[src/rtl/sync_fifo_flex.sv]
// sync_fifo_flex: parametrised single-clock FIFO with an occupancy count,
// same-cycle status flags, programmable almost-full/almost-empty thresholds,
// read-while-full pass-through and a one-cycle read-data valid strobe.
// Optional sticky overflow/underflow flags are compiled in when the macro
// SYNC_FIFO_ERR_FLAGS_EN is defined; the default build omits them entirely.
module sync_fifo_flex #(
  parameter int DATA_WIDTH = 8,
  parameter int ADDR_WIDTH = 3,
  parameter int AF_THRESH  = 6,
  parameter int AE_THRESH  = 1
) (
  input  logic                  clk,
  input  logic                  rst,
  input  logic                  wr_en,
  input  logic [DATA_WIDTH-1:0] din,
  input  logic                  rd_en,
`ifdef SYNC_FIFO_ERR_FLAGS_EN
  input  logic                  err_clr,
  output logic                  overflow,
  output logic                  underflow,
`endif
  output logic [DATA_WIDTH-1:0] dout,
  output logic                  dout_valid,
  output logic                  full,
  output logic                  empty,
  output logic                  almost_full,
  output logic                  almost_empty,
  output logic [ADDR_WIDTH:0]   count
);

  localparam int DEPTH = 1 << ADDR_WIDTH;
  localparam logic [ADDR_WIDTH:0] DEPTH_C = (ADDR_WIDTH+1)'(DEPTH);
  localparam logic [ADDR_WIDTH:0] AF_C    = (ADDR_WIDTH+1)'(AF_THRESH);
  localparam logic [ADDR_WIDTH:0] AE_C    = (ADDR_WIDTH+1)'(AE_THRESH);

  logic [DATA_WIDTH-1:0] mem_r [DEPTH];
  logic [ADDR_WIDTH-1:0] wr_ptr_r;
  logic [ADDR_WIDTH-1:0] rd_ptr_r;
  logic [ADDR_WIDTH:0]   count_r;
  logic [DATA_WIDTH-1:0] dout_r;
  logic                  dout_valid_r;
  logic                  full_s;
  logic                  empty_s;
  logic                  almost_full_s;
  logic                  almost_empty_s;
  logic                  wr_acc_s;
  logic                  rd_acc_s;

  // Status flags decoded straight from the registered count so they track it with no lag.
  always_comb begin
    full_s         = 1'b0;
    empty_s        = 1'b0;
    almost_full_s  = 1'b0;
    almost_empty_s = 1'b0;
    if (count_r == DEPTH_C) begin
      full_s = 1'b1;
    end else begin
      full_s = 1'b0;
    end
    if (count_r == {(ADDR_WIDTH+1){1'b0}}) begin
      empty_s = 1'b1;
    end else begin
      empty_s = 1'b0;
    end
    if (count_r >= AF_C) begin
      almost_full_s = 1'b1;
    end else begin
      almost_full_s = 1'b0;
    end
    if (count_r <= AE_C) begin
      almost_empty_s = 1'b1;
    end else begin
      almost_empty_s = 1'b0;
    end
  end

  // Accept decisions: a read frees the slot when full, so a paired write still lands.
  always_comb begin
    rd_acc_s = rd_en && !empty_s;
    wr_acc_s = wr_en && (!full_s || rd_en);
  end

  // Storage array; contents are deliberately left unreset since the pointers define validity.
  always_ff @(posedge clk) begin
    if (!rst && wr_acc_s) begin
      mem_r[wr_ptr_r] <= din;
    end
  end

  // Pointers, occupancy and the registered read port.
  always_ff @(posedge clk) begin
    if (rst) begin
      wr_ptr_r     <= {ADDR_WIDTH{1'b0}};
      rd_ptr_r     <= {ADDR_WIDTH{1'b0}};
      count_r      <= {(ADDR_WIDTH+1){1'b0}};
      dout_r       <= {DATA_WIDTH{1'b0}};
      dout_valid_r <= 1'b0;
    end else begin
      if (wr_acc_s) begin
        wr_ptr_r <= wr_ptr_r + ADDR_WIDTH'(1);
      end
      if (rd_acc_s) begin
        rd_ptr_r     <= rd_ptr_r + ADDR_WIDTH'(1);
        dout_r       <= mem_r[rd_ptr_r];
        dout_valid_r <= 1'b1;
      end else begin
        dout_valid_r <= 1'b0;
      end
      case ({wr_acc_s, rd_acc_s})
        2'b10:   count_r <= count_r + (ADDR_WIDTH+1)'(1);
        2'b01:   count_r <= count_r - (ADDR_WIDTH+1)'(1);
        default: count_r <= count_r;
      endcase
    end
  end

`ifdef SYNC_FIFO_ERR_FLAGS_EN
  logic overflow_r;
  logic underflow_r;

  // Sticky error flags; a set event in the same cycle as err_clr takes precedence.
  always_ff @(posedge clk) begin
    if (rst) begin
      overflow_r  <= 1'b0;
      underflow_r <= 1'b0;
    end else begin
      if (wr_en && !wr_acc_s) begin
        overflow_r <= 1'b1;
      end else if (err_clr) begin
        overflow_r <= 1'b0;
      end
      if (rd_en && empty_s) begin
        underflow_r <= 1'b1;
      end else if (err_clr) begin
        underflow_r <= 1'b0;
      end
    end
  end

  assign overflow  = overflow_r;
  assign underflow = underflow_r;
`endif

  assign dout         = dout_r;
  assign dout_valid   = dout_valid_r;
  assign count        = count_r;
  assign full         = full_s;
  assign empty        = empty_s;
  assign almost_full  = almost_full_s;
  assign almost_empty = almost_empty_s;

endmodule
[config.mk]
export PLATFORM = sky130hd
export DESIGN_NAME = sync_fifo_flex
export DESIGN_NICKNAME = d
export VERILOG_FILES = /design/src/rtl/sync_fifo_flex.sv
export SDC_FILE = /design/constraint.sdc
export NUM_CORES = 1
export LEC_CHECK = 0
export CAP_MARGIN = 20
export CORE_AREA = 2 2 89 91
export DETAILED_ROUTE_END_ITERATION = 10
export DIE_AREA = 0 0 91 93
export GPL_TIMING_DRIVEN = 1
export PLACE_DENSITY = 0.67
export SYNTH_ARGS = -nofsm -noshare
export SYNTH_HDL_FRONTEND = slang
export SYNTH_SLANG_ARGS = --single-unit
[constraint.sdc]
create_clock -name clk -period 2.8 [get_ports clk]
set_clock_uncertainty 0.1 [all_clocks]
set_input_delay 0.28 -clock clk [delete_from_list [all_inputs] [get_ports clk]]
set_output_delay 0.28 -clock clk [all_outputs]
set_load 0.05 [all_outputs]
# == Word level (Yosys, flattened, before mapping) ==
# Memories as Yosys holds them, arrays and structs flattened. A register that Yosys moved wholly into a read port is not among the register bits.
# Cells that the tools add are included.
# word_totals
reg_bits,11
ram_bits,64
inputBits,12
output_inout_bits,17
wordCells,31
mem_count,1
# op_classes
n_addsub,4
magnitude_cmp,2
n_eq_ne,3
mux,8
n_reduce_logical,9
# memory_table
memory,words,width,rd,rd_ports_with_merged_regs,write_ports,line_no,source
mem_r,8,8,1,1,1,36,logic [DATA_WIDTH-1:0] mem_r [DEPTH];
# op_table
cell,count
4-bit case mux with 2 select lines,1
1-bit two-way mux,7
"3-bit by 1-bit adder with 3-bit output, second input constant",2
"4-bit by 1-bit adder with 4-bit output, second input constant",1
"4-bit equality test, second input constant",1
"4-bit by 3-bit >= comparator with 1-bit output, second input constant",1
"4-bit by 1-bit <= comparator with 1-bit output, second input constant",1
4-bit zero test,1
"4-bit by 1-bit subtractor with 4-bit output, second input constant",1
1-bit logical AND,3
1-bit zero test,3
"2-bit by 1-bit equality test with 1-bit output, second input constant",1
"2-bit equality test, second input constant",1
2-bit nonzero test,1
1-bit logical OR,1

# == Longest topological paths before layout ==
# logic_depth
ltp_word,8
ltp_mapped,10
mapped_depth_nobuf,10

# == Worst setup path after synthesis ==
# Ideal clock, no wire load.
# synth_timing
path_type,register to register
start,"register count_r[0], in the netlist count[0]"
end,"memory mem_r[4][0], enable pin"
setup_ns,0.395
arrival_time_ns,2.388
required_time_ns,2.305
setup_slack_ns,-0.083
path_stages_with_launch,7
path_buffers,0
period_less_slack_ns,2.883
path_cell_list,dfxtp_1 > inv_1 > ha_1 > nand3b_1 > o21a_1 > inv_2 > nor4_1
# synth_via
elab_chain_cells,8
# synth_lines
item,line_no,source
from (decl),39,logic [ADDR_WIDTH:0] count_r;
from (signal assigned),95,count_r <= {(ADDR_WIDTH+1){1'b0}};
from (signal assigned),110,2'b10: count_r <= count_r + (ADDR_WIDTH+1)'(1);
from (signal assigned),111,2'b01: count_r <= count_r - (ADDR_WIDTH+1)'(1);
4-bit equality test,55,if (count_r == DEPTH_C) begin
1-bit two-way mux,55,
1-bit zero test,80,wr_acc_s = wr_en && (!full_s || rd_en);
1-bit logical OR,80,
1-bit logical AND,80,
1-bit logical AND,85,if (!rst && wr_acc_s) begin
1-bit two-way mux,85,
1-bit two-way mux (implied by the code),86,mem_r[wr_ptr_r] <= din;
to (decl),36,
# Every way passes these cells.

# == Worst setup path in the final report ==
# layout_timing
start,"register count_r[0], in the netlist count[0]"
end,"register count_r[3], in the netlist count[3]"
# layout_via
word_cells_on_any_way,15
cone_classes,add/sub: 2; eq/ne: 3; mux: 3; reduce/logical: 7
# layout_lines
item,line_no,source
4-bit zero test *,60,if (count_r == {(ADDR_WIDTH+1){1'b0}}) begin
1-bit two-way mux *,60,
1-bit zero test *,79,rd_acc_s = rd_en && !empty_s;
1-bit logical AND *,79,
named net rd_acc_s,47,logic rd_acc_s;
2-bit by 1-bit equality test with 1-bit output / 2-bit equality test (equally long branches),109,"case ({wr_acc_s, rd_acc_s})"
4-bit case mux with 2 select lines / 2-bit nonzero test (equally long branches),n/a,
# Mark *: on every way through the listed nets, which the timed path passes. The rest lies on a longest branch.
# A chain may end at the register's enable or synchronous reset.

==> flow_summary.ini <==
[floorplan]
fp.dieArea_um2 = 8460
die_h_um = 93
start_util_pct = 44.3
row_count = 32
io_pins = 29
dieWidth_um = 91
core_area_um2 = 7530

[yosys]
synthTopCellsByCount = edfxtp_1 (64), mux2i_1 (33), dfxtp_1 (19)
yosys_warnings = 0
yosysMostFrequentCell = edfxtp_1
syn_nets = 238
synth-seq-area-share_pct = 69.0
ys_async_sr_fraction_pct = 0
synth-seq-cells = 83
postSynthAreaPerCell_um2 = 15.2
synth_top_area_share_pct = 57.6
ys.flop_type = edfxtp_1
ys_types = 38
synth_edf_count = 64
netlist_area_um2 = 3330
yosys-top-cells-area = edfxtp_1 (58%), dfxtp_1 (11%), mux2i_1 (9.9%)
synth_top_cell_by_area = edfxtp_1
synthCells = 219

[pwr]
total_power_mw = 3.63
internal_power_mw = 2.43
pwr-share-comb_pct = 31.3
p_leak_nw = 1.36
peakVddDrop_mv = 0.402
clkPwrFrac_pct = 26.4
p_sw_mw = 1.20
pwr-share-seq_pct = 42.3
switching_share_pct = 33.0
power_density_nw_per_um2 = 899

[clock_tree]
clk-insertion-delay-late_ns = 0.35
clkTransAtPathRegs_ns = 0.08
cts_tree = done
cts_resized = 0
clock_sinks = 83
cts_root_buf = clkbuf_8
clk_path_buf_depth = 2
post_cts_buffers = 0
cts_buffers = 9
cts_max_level = 3
postCtsHoldBufs = 0

[run]
maxCapViolCount = 0

[detailed_routing]
dr.pass1.iters = 5
num_vias = 1925
drc_errors = 0
via_per_inst = 5.25
ant_nets = 0
drt_wl_total_um = 6350
wl_per_cell_um = 17.3
drt-initial-drc-count = 133

[grt]
grt.overflow.total = 0
grt_pass1_vias = 1847
grtUsageTotal_pct = 15.8
antenna_found_initial = 0
grt_max_degree = 19
grt_pass1_wl_um = 9850

[layout]
post_layout_nonfiller_instances = 367
multi_input_area_um2 = 976
seqCellArea_um2 = 2300
syn_to_final_growth_pct = 21.1
diodes = 0
final_util_pct = 53.6
nNetsFinal = 279
layout-drive-gt1-share_pct = 14.0
fill_cells = 644

[sta]
holdWs_ns = 0.376
min_period_ns = 2.54
hold_violations = 0
tns_ns = 0
rsz0062_at_grt = no
drv_slew = 0
min_period_over_period_pct = 90.6
max_freq_mhz = 394
setup_violations = 0
relSlewSlack_pct = 44.7
tightest_slew_ns = 0.827

[worst_setup_path]
cp_slowest_stage_delay_ns = 0.47
worstSetupPathType = reg -> reg
path_buf_inv = 2
crit-reg2reg-launch = count[0]$_SDFFE_PP0P_
critPathLaunch = count[0]$_SDFFE_PP0P_
critical-path-slowest-cell = or4b_1
critPathTopFamily = simple AND/OR/NAND/NOR gates
critPathMostFrequentCell = ha_1
cp_max_fo = 7
arrival_ns = 2.68
endpoint_kind = flip-flop
path_cells = inv_1 -> ha_1 -> or3b_4 -> nand2_2 -> inv_2 -> ha_1 -> or4b_1 -> a21oi_2 -> xnor2_1 -> nor2_1
critPathLaunchType = flip-flop
required_ns = 2.94

[placed_design]
hpwl_um = 4030
dp.cells = 351
portBuffers = 28
finalWeightedCongestion = 0.783

[hold_path]
hold_start = dout[6]$_SDFFE_PP0P_
min_path_type = reg -> reg

[status]
status = finished clean
layer usage:
layer	vias to the layer above	routed length, um	global-route usage, %
met5	-	0	0
met4	0	138	9.09
met3	12	151	2.18
met2	33	3140	25.5
met1	954	2920	20.7
li1	926	-	-
power by group through the flow:
stage	clock, mW	combinational [mW]	sequential, mW
after CTS	0.972	1.14	1.54
after global placement	0	1.13	1.56
after detailed placement	0	1.14	1.57
after floorplan	0	0.677	1.69
final	0.957	1.14	1.54
after global routing	1.02	1.21	1.56
registers in the layout (all words and copies together), names as in the netlist:
name,count
wr_ptr_r,3
rd_ptr_r,3
count,4
dout,8
dout_valid,1
mem_r,64
area by class of cell:
class | instances | share of cell area, %
timing repair buffer | 39 | 9.36
multi-input combinational | 121 | 24.2
inverter | 6 | 0.558
clock buffer | 12 | 3.84
clock inverter | 4 | 1.83
tap | 102 | 3.16
sequential | 83 | 57.1
path summary, 6_finish.rpt:
check,depth (start not counted),to,slack [ns]
worst max-delay path,10,count[3]$_SDFFE_PP0P_,0.26
worst min-delay path,1,dout[6]$_SDFFE_PP0P_,0.38
worst max register to register,10,count[3]$_SDFFE_PP0P_,0.26
worst min register to register,1,dout[6]$_SDFFE_PP0P_,0.38
layout by cell type, fill, tap and decap left out, types with 3 or more instances in the layout:
| cell | count |
|---|---|
| a21oi_1 | 5 |
| a22oi_1 | 16 |
| a32o_1 | 8 |
| buf_4 | 10 |
| clkbuf_8 | 11 |
| clkdlybuf4s50_1 | 27 |
| dfxtp_1 | 18 |
| edfxtp_1 | 64 |
| ha_1 | 7 |
| inv_1 | 3 |
| inv_2 | 3 |
| mux2i_1 | 33 |
| nand2_1 | 6 |
| nand2b_1 | 3 |
| nor2_1 | 9 |
| nor2b_1 | 4 |
| nor3_1 | 4 |
| xor2_1 | 3 |
cell families after synthesis:
group | count (synthesis) | share of synthesized area, %
muxes | 33 | 9.91
AOI/OAI and AO/OA | 35 | 8.03
DFF | 83 | 69.0
and+or+nand+nor | 41 | 7.02
adders and majority gates | 7 | 2.63
xor gates and xnor gates | 5 | 1.31
buffers and inverters | 15 | 2.06
through the flow:
stage / setup slack [ns] / instance area, um2
2_1_floorplan: 0.0643 / 3350
3_3_place_gp: 0.330 / 3800
3_5_place_dp: 0.272 / 3800
4_1_cts: 0.0882 / 4030
5_1_grt: 0.0372 / 4040
6_report: 0.262 / 4040
Note: power is estimated with default switching activity, not from simulation.
